===== src/rtl/mult_issue_ctrl.sv =====
// rtl/mult_issue_ctrl.sv - operand FIFO and issue/capture sequencer for the sequential signed multiplier
// Optional feature macro MULT_ISSUE_ZERO_SKIP_EN: zero-operand entries complete without starting the multiplier.
module mult_issue_ctrl #(
  parameter int NB         = 8,
  parameter int FIFO_DEPTH = 4
) (
  input  logic                          clk,
  input  logic                          rst_n,
  input  logic                          in_valid,
  output logic                          in_ready,
  input  logic [NB-1:0]                 in_a,
  input  logic [NB-1:0]                 in_b,
  output logic                          mul_start,
  output logic [NB-1:0]                 mul_a,
  output logic [NB-1:0]                 mul_b,
  input  logic [2*NB-1:0]               mul_product,
  input  logic                          mul_ready,
  output logic                          out_valid,
  input  logic                          out_ready,
  output logic [2*NB-1:0]               out_product,
  output logic [$clog2(FIFO_DEPTH):0]   fifo_count
);

  localparam int AW = $clog2(FIFO_DEPTH);
  localparam logic [AW:0]   L_FULL    = (AW+1)'(FIFO_DEPTH);
  localparam logic [AW:0]   L_CNT_ONE = (AW+1)'(1);
  localparam logic [AW-1:0] L_PTR_ONE = AW'(1);

  typedef enum logic [1:0] {S_IDLE, S_ISSUE, S_ARM, S_WAIT} state_t;

  state_t            r_state, w_state_nxt;
  logic [NB-1:0]     r_mem_a [FIFO_DEPTH];
  logic [NB-1:0]     r_mem_b [FIFO_DEPTH];
  logic [AW-1:0]     r_wptr, r_rptr;
  logic [AW:0]       r_count;
  logic [NB-1:0]     r_mul_a, r_mul_b;
  logic              r_out_valid;
  logic [2*NB-1:0]   r_out_product;

  logic w_push, w_pop, w_load, w_capture;
  logic w_out_free, w_nonempty, w_head_zero, w_idle_block, w_zero_fire;

  assign in_ready    = (r_count != L_FULL);
  assign fifo_count  = r_count;
  assign mul_a       = r_mul_a;
  assign mul_b       = r_mul_b;
  assign out_valid   = r_out_valid;
  assign out_product = r_out_product;

  assign w_push     = in_valid & in_ready;
  assign w_nonempty = (r_count != '0);
  assign w_out_free = ~r_out_valid | out_ready;

`ifdef MULT_ISSUE_ZERO_SKIP_EN
  logic r_zero_pend;

  // A skipped entry publishes its zero result one edge after the pop; hold off IDLE until then.
  assign w_head_zero  = (r_mem_a[r_rptr] == '0) | (r_mem_b[r_rptr] == '0);
  assign w_idle_block = r_zero_pend;
  assign w_zero_fire  = r_zero_pend;

  always_ff @(posedge clk) begin
    if (!rst_n) r_zero_pend <= 1'b0;
    else        r_zero_pend <= w_pop & w_head_zero;
  end
`else
  assign w_head_zero  = 1'b0;
  assign w_idle_block = 1'b0;
  assign w_zero_fire  = 1'b0;
`endif

  always_comb begin
    w_state_nxt = r_state;
    w_pop       = 1'b0;
    w_load      = 1'b0;
    w_capture   = 1'b0;
    mul_start   = 1'b0;
    case (r_state)
      S_IDLE: begin
        if (w_nonempty && w_out_free && !w_idle_block) begin
          w_pop = 1'b1;
          if (!w_head_zero) begin
            w_load      = 1'b1;
            w_state_nxt = S_ISSUE;
          end
        end
      end
      S_ISSUE: begin
        mul_start   = 1'b1;
        w_state_nxt = S_ARM;
      end
      // mul_ready still reflects the previous operation here.
      S_ARM:  w_state_nxt = S_WAIT;
      S_WAIT: begin
        if (mul_ready) begin
          w_capture   = 1'b1;
          w_state_nxt = S_IDLE;
        end
      end
      default: w_state_nxt = S_IDLE;
    endcase
  end

  always_ff @(posedge clk) begin
    if (!rst_n) r_state <= S_IDLE;
    else        r_state <= w_state_nxt;
  end

  always_ff @(posedge clk) begin
    if (w_push) begin
      r_mem_a[r_wptr] <= in_a;
      r_mem_b[r_wptr] <= in_b;
    end
  end

  always_ff @(posedge clk) begin
    if (!rst_n) begin
      r_wptr  <= '0;
      r_rptr  <= '0;
      r_count <= '0;
    end else begin
      if (w_push) r_wptr <= r_wptr + L_PTR_ONE;
      if (w_pop)  r_rptr <= r_rptr + L_PTR_ONE;
      case ({w_push, w_pop})
        2'b10:   r_count <= r_count + L_CNT_ONE;
        2'b01:   r_count <= r_count - L_CNT_ONE;
        default: r_count <= r_count;
      endcase
    end
  end

  always_ff @(posedge clk) begin
    if (!rst_n) begin
      r_mul_a       <= '0;
      r_mul_b       <= '0;
      r_out_valid   <= 1'b0;
      r_out_product <= '0;
    end else begin
      if (w_load) begin
        r_mul_a <= r_mem_a[r_rptr];
        r_mul_b <= r_mem_b[r_rptr];
      end
      if (w_capture) begin
        r_out_valid   <= 1'b1;
        r_out_product <= mul_product;
      end else if (w_zero_fire) begin
        r_out_valid   <= 1'b1;
        r_out_product <= '0;
      end else if (r_out_valid && out_ready) begin
        r_out_valid <= 1'b0;
      end
    end
  end

endmodule


===== config.mk =====
export PLATFORM = sky130hd
export DESIGN_NAME = mult_issue_ctrl
export DESIGN_NICKNAME = d
export VERILOG_FILES = /design/src/rtl/mult_issue_ctrl.sv
export SDC_FILE = /design/constraint.sdc
export NUM_CORES = 1
export LEC_CHECK = 0
export CORE_ASPECT_RATIO = 1.2
export CORE_UTILIZATION = 30
export DETAILED_ROUTE_END_ITERATION = 6
export GPL_TIMING_DRIVEN = 0
export PLACE_DENSITY_LB_ADDON = 0.15
export SLEW_MARGIN = 20
export SYNTH_ARGS = -nofsm -noshare
export SYNTH_HDL_FRONTEND = slang
export SYNTH_SLANG_ARGS = --single-unit

===== constraint.sdc =====
create_clock -name clk -period 4.5 [get_ports clk]
set_input_delay 0.9 -clock clk [delete_from_list [all_inputs] [get_ports clk]]
set_output_delay 0.9 -clock clk [all_outputs]
set_load 0.01 [all_outputs]

==> results.cfg <==
[status]
status = finished clean

[hold_path]
min_to = out_product[12]$_SDFFE_PN0P_
min_from = out_product[12]$_SDFFE_PN0P_
holdCritPathClass = flop to flop
whs_path_depth = 2

[synthesis]
synth-xor-area-share = 0.004223
synth_top_area_frac = 0.4633
ys_warn_count = 0
ys_types = 35
syn_area_sq_um = 4148
synth_simple_gate_area_frac = 0.08507
yosysSeqAreaShare = 0.6661
synth_compound_area_frac = 0.07029
synth_nets = 331
synth_area_leader_cell = edfxtp_1
synth_top_family_by_area = multiplexers
synth_mux_area_frac = 0.1086
synth.avg_cell_area_sq_um = 14.66
synthCells = 283
synth_seq_cells = 106
synth_top_cells_by_area = edfxtp_1 46%, dfxtp_1 20%, mux4_1 10%
synthAdderAreaFrac = 0.03499

[finish]
finalNetCount = 415
multi_input_area_sq_um = 1257
final_cell_mix = 73 x clkdlybuf4s50_1, 64 x edfxtp_1, 54 x nand2_1
final_common_cell = clkdlybuf4s50_1
final_cells = 540
finish.instance_area_sq_um = 5366
finish.utilization = 0.4019
syn_to_final_growth_pct = 29.38
num_antenna_cells = 0
register_area_sq_um = 2763
fill_cells = 1335
drive_above_1_share = 0.06720

[route]
drc = 0
firstDrtPassIters = 4
ant_nets = 0
met3_length_um = 434
dr_total_vias = 2497
wl_met2_mm = 4.108
wl_per_cell_um = 15.54
drtIter0Drc = 94
routedLengthMet1_mm = 3.747
via_per_inst = 4.624
top_layer = met4
wl_mm = 8.392

[timing]
fin_skew_ns = 0.007608
hold-worst-slack_ns = 0.4541
tns_ns = 0
maxSlewHeadroom = 0.3557
rsz0062_at_grt = false
finalCritPeriodShare = 0.7368
fmax_mhz = 301.6
fin_crit_ns = 3.316
hold_viol_final = 0
slew_viol_final = 0
fin_ws_ns = 1.184
worstMarginPinSlew_ns = 0.9664
setup_viol = 0

[pwr]
power.leakage_nw = 1.807
seq_power_share = 0.439
vdd_drop_max_mv = 0.1798
pwr-share-clk = 0.257
finalPower_mw = 2.865
switchingPower_mw = 0.8563
swShare = 0.2989
powerDensity_nw_per_um2 = 533.8
p_int_mw = 2.008
combPwrFrac = 0.304

[clock_tree]
postCtsHoldBufs = 0
clk_path_buf_depth = 2
cts_root_buf = clkbuf_16
postCtsSetupRepairBufs = 0
cts.repair.resized = 0
clk_latency_ns = 0.34
cts_tree = done
htreeDepth = 3
cts_buffers = 9
clkSinkCount = 106
path_clk_slew_ns = 0.07

[place]
placedCellCount = 524
dpl.hpwl_mm = 5.566
dpl_cell_area_sq_um = 5089
io_buffers = 73
routabilityCongestion = 0.6817
dp_slack_ns = 0.8618

[die]
rows = 46
die_height_um = 130.8
dieArea_sq_um = 14300
io_pins = 75
die_w_um = 109.3
start_util = 0.3106
core_area_sq_um = 13350

[setup_path]
cp.required_ns = 4.76
r2r_start = r_state[0]$_SDFFE_PN0P_
start_kind = primary input
reg2regPathDepth = 11
worst_setup_path_end_kind = flop
arrival_ns = 3.58
crit_type = primary input to flop
ff2ff_setup_slack_ns = 1.52
reg2reg_to = fifo_count[2]$_SDFFE_PN0P_
cp_max_fo = 10

[run]
cap_violations = 0

[global_routing]
grt_overflow = 0
grt_pass1_wl_mm = 13.01
grt_pass1_vias = 2505
track_usage = 0.1237
grt_max_degree = 19
antenna_found_initial = 0
[cell families (layout without fill, tap and decap cells)]
logic type / count (synthesis) / count (layout)
fa+ha+maj: 11 / 11
mux: 19 / 19
buf+inv: 26 / 115
simple gates: 75 / 75
xor+xnor: 2 / 2
compound gates: 44 / 44
flops: 106 / 106
[layout make-up]
cell class,count,area share
Sequential cell,106,0.5148
Multi-Input combinational cell,151,0.2343
Timing Repair Buffer,73,0.1362
Clock buffer,10,0.04267
Tap cell,168,0.03917
Buffer,15,0.01609
Clock inverter,6,0.009093
Inverter,11,0.007694
[registers in the layout, summed over array words and instances, names as in the netlist]
signal	count
r_wptr	2
r_state	2
out_valid	1
out_product	16
mul_b	8
fifo_count	3
mul_a	8
r_mem_b	32
r_mem_a	32
r_rptr	2
[worst max-delay path: stages]
cell	delay, ns
clkdlybuf4s50_1	0.48
nor2b_1	0.14
nor3_2	0.50
buf_4	0.32
ha_1	0.21
inv_1	0.06
fa_1	0.37
xor2_1	0.16
or3_1	0.31
a21oi_1	0.14
[layer usage]
metal  up-vias  track usage
met1      1204       0.1460
met4         0      0.04235
met2        60       0.2190
li1       1223            -
met3        10      0.02976
met5         -            0
[synthesized netlist by cell type]
master     count
a21oi_1       22
mux4_1        16
nor4_4         1
or3_1          1
nor4_1         1
buf_4          2
dfxtp_1       42
xor2_1         2
a221oi_1       1
or4_1          1
nor2_1         3
nor3_2         2
mux2i_1        3
nand2b_1       2
nor4b_1        1
o2bb2ai_1     16
buf_6          1
inv_2          1
buf_1          1
buf_2          3
nand2_1       54
fa_1           1
nand3_1        2
o31ai_1        1
nor2b_1        1
and3_1         4
ha_1          10
buf_8          1
o21ai_0        2
or3b_1         1
edfxtp_1      64
a21o_1         2
inv_1         10
and2_1         1
clkbuf_1       7
[how the worst max path moves through the flow]
stage              start                    endpoint  slack, ns  cells after the start
3_5_place_dp   out_ready  fifo_count[2]$_SDFFE_PN0P_       0.86                     10
6_report       out_ready  fifo_count[2]$_SDFFE_PN0P_       1.18                     10
2_1_floorplan  out_ready  fifo_count[2]$_SDFFE_PN0P_       1.76                      9
4_1_cts        out_ready  fifo_count[2]$_SDFFE_PN0P_       1.19                     10
3_3_place_gp   out_ready  fifo_count[2]$_SDFFE_PN0P_       0.90                     10
5_1_grt        out_ready  fifo_count[2]$_SDFFE_PN0P_       1.01                     10
[power by group through the flow]
| stage | sequential (mW) | clock (mW) | combinational (mW) |
|---|---|---|---|
| floorplan | 1.30 | 0 | 0.497 |
| global placement | 1.28 | 0 | 0.876 |
| detailed placement | 1.29 | 0 | 0.884 |
| CTS | 1.26 | 0.760 | 0.888 |
| global route | 1.28 | 0.794 | 0.958 |
| finish | 1.26 | 0.736 | 0.871 |
Note: power is estimated with default switching activity, not from simulation.
